`src/rtl/pipelined_addsub_if.sv`:
```
// Handshake and operand/result bundle for pipelined_addsub.
// master drives operands and out_ready; slave is the adder side.
interface pipelined_addsub_if #(
  parameter int unsigned WIDTH = 64
);
  logic             in_valid;
  logic             in_ready;
  logic [WIDTH-1:0] A;
  logic [WIDTH-1:0] B;
  logic             sub;
  logic             out_valid;
  logic             out_ready;
  logic [WIDTH-1:0] sum;
  logic             cout;
  logic             overflow;
  logic             zero;
  logic             negative;

  modport master (
    output in_valid, A, B, sub, out_ready,
    input  in_ready, out_valid, sum, cout, overflow, zero, negative
  );

  modport slave (
    input  in_valid, A, B, sub, out_ready,
    output in_ready, out_valid, sum, cout, overflow, zero, negative
  );
endinterface

```
`src/rtl/pipelined_addsub.sv`:
```
// Pipelined two's-complement add/sub: one WIDTH/STAGES-bit slice per stage, carry registered.
// Flag outputs are live only when ADDSUB_FLAGS_EN is defined; otherwise they are tied to 0.
module pipelined_addsub #(
  parameter int unsigned WIDTH  = 64,
  parameter int unsigned STAGES = 4
) (
  input logic              clk,
  input logic              reset,
  pipelined_addsub_if.slave bus
);
  localparam int unsigned S = WIDTH / STAGES;

  for (genvar k = 0; k < STAGES; k++) begin : g_stage
    logic             v_in;
    logic             c_in;
    logic [WIDTH-1:0] a_in;
    logic [WIDTH-1:0] b_in;
    logic [WIDTH-1:0] s_in;
    logic [S:0]       slice;
    logic [WIDTH-1:0] s_next;
    logic             load;
    logic             valid_q;
    logic             c_q;
    logic [WIDTH-1:0] a_q;
    logic [WIDTH-1:0] b_q;
    logic [WIDTH-1:0] s_q;
    logic             unused_q;

    if (k == 0) begin : g_head
      assign v_in = bus.in_valid;
      assign a_in = bus.A;
      assign b_in = bus.B ^ {WIDTH{bus.sub}};
      assign c_in = bus.sub;
      assign s_in = '0;
    end else begin : g_body
      assign v_in = g_stage[k-1].valid_q;
      assign a_in = g_stage[k-1].a_q;
      assign b_in = g_stage[k-1].b_q;
      assign c_in = g_stage[k-1].c_q;
      assign s_in = g_stage[k-1].s_q;
    end

    // A stage may load when empty or when its successor is draining it.
    if (k == STAGES - 1) begin : g_tail
      assign load = !valid_q || bus.out_ready;
    end else begin : g_link
      assign load = !valid_q || g_stage[k+1].load;
    end

    assign slice = {1'b0, a_in[k*S +: S]} + {1'b0, b_in[k*S +: S]} + {{S{1'b0}}, c_in};

    always_comb begin
      s_next            = s_in;
      s_next[k*S +: S]  = slice[S-1:0];
    end

    always_ff @(posedge clk or negedge reset) begin
      if (!reset) begin
        valid_q <= 1'b0;
        c_q     <= 1'b0;
        a_q     <= '0;
        b_q     <= '0;
        s_q     <= '0;
      end else if (load) begin
        valid_q <= v_in;
        if (v_in) begin
          a_q <= a_in;
          b_q <= b_in;
          s_q <= s_next;
          c_q <= slice[S];
        end
      end
    end

    // Consumed operand slices and the final carry are dead past this stage.
    assign unused_q = ^{a_q, b_q, c_q};
  end

  assign bus.in_ready  = g_stage[0].load;
  assign bus.out_valid = g_stage[STAGES-1].valid_q;
  assign bus.sum       = g_stage[STAGES-1].s_q;

`ifdef ADDSUB_FLAGS_EN
  logic cout_q;
  logic ovf_q;
  logic zero_q;
  logic neg_q;
  logic msb_cin;

  // Carry into the MSB recovered from the MSB's own sum bit.
  assign msb_cin = g_stage[STAGES-1].a_in[WIDTH-1] ^ g_stage[STAGES-1].b_in[WIDTH-1] ^
                   g_stage[STAGES-1].s_next[WIDTH-1];

  always_ff @(posedge clk or negedge reset) begin
    if (!reset) begin
      cout_q <= 1'b0;
      ovf_q  <= 1'b0;
      zero_q <= 1'b0;
      neg_q  <= 1'b0;
    end else if (g_stage[STAGES-1].load && g_stage[STAGES-1].v_in) begin
      cout_q <= g_stage[STAGES-1].slice[S];
      ovf_q  <= msb_cin ^ g_stage[STAGES-1].slice[S];
      zero_q <= (g_stage[STAGES-1].s_next == '0);
      neg_q  <= g_stage[STAGES-1].s_next[WIDTH-1];
    end
  end

  assign bus.cout     = cout_q;
  assign bus.overflow = ovf_q;
  assign bus.zero     = zero_q;
  assign bus.negative = neg_q;
`else
  assign bus.cout     = 1'b0;
  assign bus.overflow = 1'b0;
  assign bus.zero     = 1'b0;
  assign bus.negative = 1'b0;
`endif
endmodule

```
`src/flat_wrapper.sv`:
```
// flat-port wrapper written by rule: the top's interface ports become plain ports
module pipelined_addsub_flat 
#(
  parameter int unsigned WIDTH  = 64,
  parameter int unsigned STAGES = 4
)
  (clk, reset, bus_in_valid, bus_A, bus_B, bus_sub, bus_out_ready, bus_in_ready, bus_out_valid, bus_sum, bus_cout, bus_overflow, bus_zero, bus_negative);
  pipelined_addsub_if #(.WIDTH(WIDTH)) bus_i ();
  input logic clk;
  input logic reset;
  input wire logic [$bits(bus_i.in_valid)-1:0] bus_in_valid;
  input wire logic [$bits(bus_i.A)-1:0] bus_A;
  input wire logic [$bits(bus_i.B)-1:0] bus_B;
  input wire logic [$bits(bus_i.sub)-1:0] bus_sub;
  input wire logic [$bits(bus_i.out_ready)-1:0] bus_out_ready;
  output wire logic [$bits(bus_i.in_ready)-1:0] bus_in_ready;
  output wire logic [$bits(bus_i.out_valid)-1:0] bus_out_valid;
  output wire logic [$bits(bus_i.sum)-1:0] bus_sum;
  output wire logic [$bits(bus_i.cout)-1:0] bus_cout;
  output wire logic [$bits(bus_i.overflow)-1:0] bus_overflow;
  output wire logic [$bits(bus_i.zero)-1:0] bus_zero;
  output wire logic [$bits(bus_i.negative)-1:0] bus_negative;
  assign bus_i.in_valid = bus_in_valid;
  assign bus_i.A = bus_A;
  assign bus_i.B = bus_B;
  assign bus_i.sub = bus_sub;
  assign bus_i.out_ready = bus_out_ready;
  assign bus_in_ready = bus_i.in_ready;
  assign bus_out_valid = bus_i.out_valid;
  assign bus_sum = bus_i.sum;
  assign bus_cout = bus_i.cout;
  assign bus_overflow = bus_i.overflow;
  assign bus_zero = bus_i.zero;
  assign bus_negative = bus_i.negative;
  pipelined_addsub #(.WIDTH(WIDTH), .STAGES(STAGES)) u_core (.clk(clk), .reset(reset), .bus(bus_i));
endmodule
```
`config.mk`:
```
export PLATFORM = sky130hd
export DESIGN_NAME = pipelined_addsub_flat
export DESIGN_NICKNAME = d
export VERILOG_FILES = /design/src/rtl/pipelined_addsub_if.sv /design/src/rtl/pipelined_addsub.sv /design/src/flat_wrapper.sv
export SDC_FILE = /design/constraint.sdc
export NUM_CORES = 1
export LEC_CHECK = 0
export CORE_MARGIN = 2
export CORE_UTILIZATION = 51
export CTS_CLUSTER_DIAMETER = 60
export DETAILED_ROUTE_END_ITERATION = 10
export PLACE_DENSITY = 0.74
export SLEW_MARGIN = 20
export SYNTH_ARGS = -nofsm -noshare
export SYNTH_HDL_FRONTEND = slang
export SYNTH_SLANG_ARGS = --single-unit
```
`constraint.sdc`:
```
create_clock -name clk -period 2.9 [get_ports clk]
set_clock_uncertainty 0.05 [all_clocks]
set_input_delay 0.725 -clock clk [delete_from_list [all_inputs] [get_ports clk]]
set_output_delay 0.725 -clock clk [all_outputs]
set_load 0.005 [all_outputs]
```
==> results of run 1 <==
## sequential cells by signal, indices dropped and copies added, names as in the netlist
register and cells:
u_core.g_stage.valid_q 3, u_core.g_stage.a_q 96, u_core.g_stage.c_q 3, u_core.g_stage.b_q 96, u_core.bus.out_valid 1, u_core.g_stage.s_q 96
u_core.bus.sum 64
## where the power goes
part           switching, W  total [W]  internal [W]
clock network       0.00207    0.00549       0.00341
logic               0.00292    0.00584       0.00292
registers          0.000964    0.00755       0.00659
total               0.00596     0.0189        0.0129
## cell families (layout without fill, tap and decap cells)
kind of cell | Yosys count | count (layout) | synth area share [%]
simple gates | 665 | 665 | 15.8
buf+inv | 97 | 343 | 2.41
fa+ha+maj | 66 | 66 | 5.24
xor+xnor | 112 | 112 | 5.85
compound gates | 283 | 283 | 10.3
other cells | 1 | 8 | 0.0224
flops | 359 | 359 | 53.6
mux | 102 | 102 | 6.83
## final cells by class
cell class	instances	share of cell area (%)
tap	442	2.61
multi-input combinational	1232	35.4
clock inverter	13	0.914
inverter	13	0.230
clock buffer	60	5.99
antenna	4	0.0472
sequential	359	42.3
timing repair buffer	257	12.5
## cell usage after synthesis, types with 4 or more instances
master	count	area share [%]
a21o_1	17	0.76
clkbuf_1	54	1.2
nor2b_1	8	0.30
a21oi_1	48	1.4
and3_1	5	0.19
buf_2	14	0.42
and2_1	6	0.22
ha_1	59	4.4
inv_1	13	0.29
nand2b_1	7	0.26
nor2_1	26	0.58
buf_4	6	0.27
o31ai_1	4	0.18
a31oi_1	14	0.52
a211o_1	7	0.37
a211oi_1	14	0.63
o21bai_1	4	0.18
xor2_1	44	2.3
nand4_1	9	0.34
buf_1	10	0.22
o21ai_0	130	3.9
fa_1	7	0.84
nand2_1	574	13
mux2_2	100	6.7
o21a_1	9	0.40
o211ai_1	8	0.36
dfrtp_1	359	54
xnor2_1	68	3.6
nand3_1	14	0.42
## repair_timing
item | CTS | global route
pin swaps | 0 | 5
resized for setup | 3 | 8
setup endpoints to repair | 2 | 7
buffers inserted | 0 | 0
## layer usage
layer / wire length [µm] / GRT usage (%) / share of wire [%]
met3: 2030 / 4.90 / 5.2
met4: 851 / 6.22 / 2.2
met2: 19100 / 39.6 / 48
met1: 17400 / 31.0 / 44
met5: 0 / 0 / 0
## how the worst max path moves through the flow
stage / from / to / slack [ns] / cells after the start
2_1_floorplan: bus_sub / u_core.g_stage[0].s_q[8] / 0.02 / 10
3_3_place_gp: bus_B[0] / u_core.g_stage[0].s_q[14] / -0.43 / 9
3_5_place_dp: bus_B[0] / u_core.g_stage[0].s_q[14] / -0.46 / 9
4_1_cts: u_core.g_stage[0].b_q[16] / u_core.g_stage[1].s_q[28] / 0.05 / 8
5_1_grt: bus_B[0] / u_core.g_stage[0].s_q[8] / 0.007 / 9
6_report: bus_out_ready / bus_in_ready / 0.1 / 4
## per-stage QoR
| stage | util [%] | instance area [µm²] | setup WS (ns) |
|---|---|---|---|
| 2_1_floorplan | - | 16800 | 0.0235 |
| 3_3_place_gp | 60.7 | 19700 | -0.428 |
| 3_5_place_dp | 60.7 | 19700 | -0.455 |
| 4_1_cts | 65.2 | 21200 | 0.0525 |
| 5_1_grt | 65.3 | 21200 | 0.00702 |
| 6_report | 65.4 | 21200 | 0.0959 |
==> results.md, run 1 <==
* Fin crit period at 2.80 ns
* Crit share post-route at about 97%
* EDFF count, synth at 0
* Via count at 12,423
* Primary FF master, synth: dfrtp_1
* Most common cell after layout, fill and taps aside: nand2_1
* Die area at 34,400 µm²
* Initial antenna violation count at 5
* Final ANT Viol Nets at 0
* Count of cell types in the netlist at 59
* Kind of cell adding the most delay to the critical path: buffers and inverters
* Hold Slack at ~0.10 ns
* Die Height at 185 µm
* Vias per inst at 5.22
* Setup CP Type: primary input to primary output
* Worst-path cell chain: clkdlybuf4s50_1 -> nor2b_2 -> nand4_1 -> dlygate4sd2_1
* Max incr delay on CP at around 0.48 ns
* Tot GR Track Use at 23.5%
* Largest net degree at the start of global routing at between 80 and 90
* Reg2reg end: u_core.g_stage[1].s_q[28]
* Synth async-reset ratio at 100%
* Avg Inst Size Synth at 9.96 µm²
* Core box area at about 32,000 µm²
* Syn-to-layout area delta at 26.5%
* Status: completed
* Clk slew on worst S/H paths at approximately 0.06 ns
* Max_cap viols at 0
* YS warnings at 0
* CTS Hold Buffers Added at 0
* Multi-input logic area at 7500 µm²
* Reg2reg path depth at 8
* RSZ-0062 raised after global routing: false
* Vias in the first global route at 12,627
* Layout cells sized above 1 at 13.5%
* CTS tree: built
* Synth Instances at 1,685
* Register area at 8980 µm²
* # clock sinks at 359
* Hold Crit Class: primary input to async pin
* Worst flop-to-flop path startpoint: u_core.g_stage[0].b_q[16]
* Max rail drop VDD at 0.000453 V
* Port-buffer cells at 198
* # fillers at 2,528
* Die W at between 150 and 200 µm
* Drt pass-1 iters at 7
* CTS Buffer Depth at 3
* Max-slew violations at 0
* Worst setup EP type: primary output
* CP Launch Type: primary input
* Nets at 2,104
* Commonest non-fill, non-tap cells in the layout: nand2_1, dfrtp_1, clkdlybuf4s50_1
* FP Rows at 66
* Post-Syn Area at 16,800 µm²
* Cell count after placement at 2,303
* Worst path buffer plus inverter count at 2
* Critical Path RT at 2.12 ns
* Total power at roughly 0.019 W
* PwrDens at 890 nW/µm²
* Starting DRT DRC Count at 636
* First-pass GRT wire length at 64.3 mm
* Max_slew headroom at 37.2%
* Worst-path maximum fanout at 3
* WL per Instance at 16.5 µm
* Starting density of the core at 51.7%
* TNS Setup at 0 ns
* Grt ovf at 0
* Top Ports at 203
* Placer Congestion at 0.914
* Share of the yosys chip area belonging to registers at a little over half
* Cts bufs inserted at 42
* Non-Filler Instances at 2,380
* Endpoints failing setup at 0
* Slowest stage cell, crit path: clkdlybuf4s50_1
* Number of synthesized register bits at ~360
* Final Hold Viols at 0
* Least-Margin Pin Slew at 0.942 ns
* Routed WL at 39.4 mm
* # H-tree levels at 2
* Achievable Freq at 357 MHz
* Clock Latency Late Sink at between 0.5 and 0.6 ns
* Residual DRC at 0
* Root Buffer: clkbuf_16
* Arrival @ worst endpoint at 2.03 ns
* Final HPWL DP at 27.5 mm
* Leak pwr at around 10 nW
* R2R setup slack at roughly 0.13 ns
Note: power is estimated with default switching activity, not from simulation.
==> run 2: changes to the inputs <==
- CORE_MARGIN: 2 -> 3
==> run 2 against run 1 <==
Net effect:
- clock power shrank 2%
- via count shrank 0.89%
- sequential share of layout area grew 0.27 points
- sequential cell count is the same
- core utilization grew 0.59 points
- critical path type is now primary input to flop
- highest routed layer is now met5
==> results.md, run 2 (synthesis gave the netlist of run 1 again) <==
* Status: completed (unchanged)
* Max_slew headroom at 35.3% (was 37.2%)
* Clk slew on worst S/H paths at 0.06 ns (about the same)
* Worst setup margin at 0.0837 ns (was 0.0959 ns)
* # clock sinks at 359 (unchanged)
* Routed WL at 38.1 mm (was 39.4 mm)
* Via count at 12,312 (was 12,423)
* Clock power frac at 28.8% (was 29.1%)
* RSZ-0062 raised after global routing: false (unchanged)
* Starting DRT DRC Count at 630 (was 636)
* Vias in the first global route at 12,871 (was 12,627)
* Reg2reg path depth at 8 (unchanged)
* Final ANT Viol Nets at 0 (unchanged)
* Die area at 35,100 µm² (was 34,400 µm²)
* Endpoints failing setup at 0 (unchanged)
* Worst path buffer plus inverter count at 1 (was 2)
* Vias per inst at 5.21 (was 5.22)
* Nets at 2,097 (was 2,104)
* Logic pwr share at 30.7% (was 31.0%)
* Hold Slack at 0.111 ns (was 0.101 ns)
* Placer Congestion at 0.915 (was 0.914)
* Worst-path cell chain: clkdlybuf4s50_1 -> mux2_2 -> fa_2 -> a211o_1 -> a21o_1 -> a211o_1 -> a31oi_2 -> xor2_1 -> o21ai_1 (was clkdlybuf4s50_1 -> nor2b_2 -> nand4_1 -> dlygate4sd2_1)
* CTS Hold Buffers Added at 0 (unchanged)
* Drt pass-1 iters at 4 (was 7)
* Largest registers: u_core.g_stage.a_q x96, u_core.g_stage.b_q x96, u_core.g_stage.s_q x96 (unchanged)
* CP Launch Type: primary input (unchanged)
* Hold Crit Class: primary input to async pin (unchanged)
* Largest net degree at the start of global routing at 84 (unchanged)
* Setup CP Type: primary input to flop (was primary input to primary output)
* First-pass GRT wire length at 64.7 mm (was 64.3 mm)
* Least-Margin Pin Slew at 0.971 ns (was 0.942 ns)
* Root Buffer: clkbuf_16 (unchanged)
* Die Height at 187 µm (was 185 µm)
* Worst-path maximum fanout at 2 (was 3)
* Commonest non-fill, non-tap cells in the layout: nand2_1, dfrtp_1, clkdlybuf4s50_1 (unchanged)
* Clock Latency Late Sink at 0.52 ns (was 0.53 ns)
* Kind of cell adding the most delay to the critical path: compound AO/OA/AOI/OAI gates (was buffers and inverters)
* Final HPWL DP at 26.8 mm (was 27.5 mm)
* Max_cap viols at 0 (unchanged)
* Port-buffer cells at 198 (unchanged)
* Top Ports at 203 (unchanged)
* CTS Buffer Depth at 3 (unchanged)
* Placed instance area at 19,600 µm² (was 19,700 µm²)
* CTS tree: built (unchanged)
* Achievable Freq at 355 MHz (was 357 MHz)
* Internal at 0.0129 W (about the same)
* Max incr delay on CP at 0.48 ns (about the same)
* Most common cell after layout, fill and taps aside: nand2_1 (unchanged)
* Arrival @ worst endpoint at 3.17 ns (was 2.03 ns)
* # H-tree levels at 2 (unchanged)
* # fillers at 2,516 (was 2,528)
* Max-slew violations at 0 (unchanged)
* Slowest stage cell, crit path: clkdlybuf4s50_1 (unchanged)
* Cts bufs inserted at 41 (was 42)
* Starting density of the core at 52.5% (was 51.7%)
* Die W at 187 µm (was 185 µm)
* Worst setup EP type: flop (was primary output)
* Tot GR Track Use at 22.2% (was 23.5%)
* Layout cells sized above 1 at 13.0% (was 13.5%)
* Critical Path Most Common Cell: a211o_1
* Net switching power at 0.00578 W (was 0.00596 W)
* Fin crit period at 2.82 ns (was 2.80 ns)
* Syn-to-layout area delta at 25.7% (was 26.5%)
* Initial antenna violation count at 7 (was 5)
* WL per Instance at 16.1 µm (was 16.5 µm)
* FP Rows at 65 (was 66)
* Crit path depth at 9 (was 4)
* Residual DRC at 0 (unchanged)
* Final Hold Viols at 0 (unchanged)
* Switching share of total power at 31.0% (was 31.6%)
* Leak pwr at 9.88 nW (was 9.95 nW)
* Max rail drop VDD at 0.000397 V (was 0.000453 V)
* Sequential Power Share at 40.5% (was 40.0%)
* Crit share post-route at 97.1% (was 96.7%)
* Final instance area at 21,100 µm² (was 21,200 µm²)
* Pre-CTS WS at -0.447 ns (was -0.455 ns)
* Grt ovf at 0 (unchanged)
* Critical Path RT at 3.25 ns (was 2.12 ns)
* PwrDens at 885 nW/µm² (was 890 nW/µm²)
* Core box area at 32,000 µm² (was 32,500 µm²)
-- run 2: routing by layer --
layer	routed length (µm)	global-route usage [%]
met1	16800	28.9
met2	18300	37.5
met3	1880	4.52
met4	1050	6.83
met5	50	0
-- run 2: final cells by class --
type                       instances  area, µm²  area share [%]
tap                              435        544            2.58
clock inverter                    18        278            1.32
clock buffer                      53       1140            5.41
timing repair buffer             251       2580            12.3
sequential                       359       8980            42.6
multi-input combinational       1232       7500            35.6
antenna                            2       5.00          0.0237
inverter                          13       48.8           0.231
-- run 2: power groups by stage --
stage	logic [W]	registers, W	clock network, W
final	0.00573	0.00755	0.00537
after global routing	0.00647	0.00775	0.00572
after CTS	0.00577	0.00757	0.00550
after detailed placement	0.00573	0.00763	0
after global placement	0.00559	0.00758	0
after floorplan	0.00357	0.00734	0
-- run 2: final timing paths --
kind | from | end | slack [ns]
setup / recovery | bus_B[0] | u_core.g_stage[0].s_q[8] | 0.08
min in group clk | u_core.g_stage[1].s_q[27] | u_core.g_stage[2].s_q[27] | 0.41
max in group asynchronous | reset | u_core.bus.sum[62] | 1.90
hold reg to reg | u_core.g_stage[1].s_q[27] | u_core.g_stage[2].s_q[27] | 0.41
setup reg to reg | u_core.g_stage[0].b_q[16] | u_core.g_stage[1].s_q[28] | 0.16
hold / removal | reset | u_core.g_stage[0].b_q[59] | 0.11
-- run 2: what timing repair did --
action	4_1_cts	5_1_grt
buffers inserted	0	0
cloned	0	0
setup endpoints to repair	1	9
gates resized for setup	0	9
pin swaps	1	1
-- run 2: per-stage QoR --
stage	instances	setup TNS (ns)	util [%]	power [W]
after floorplan	1688	0	-	0.0109
after global placement	2290	-2.82	61.4	0.0132
after detailed placement	2290	-2.97	61.4	0.0134
after CTS	2361	0	65.8	0.0188
after global routing	2363	0	66.0	0.0199
final	2363	0	66.0	0.0186
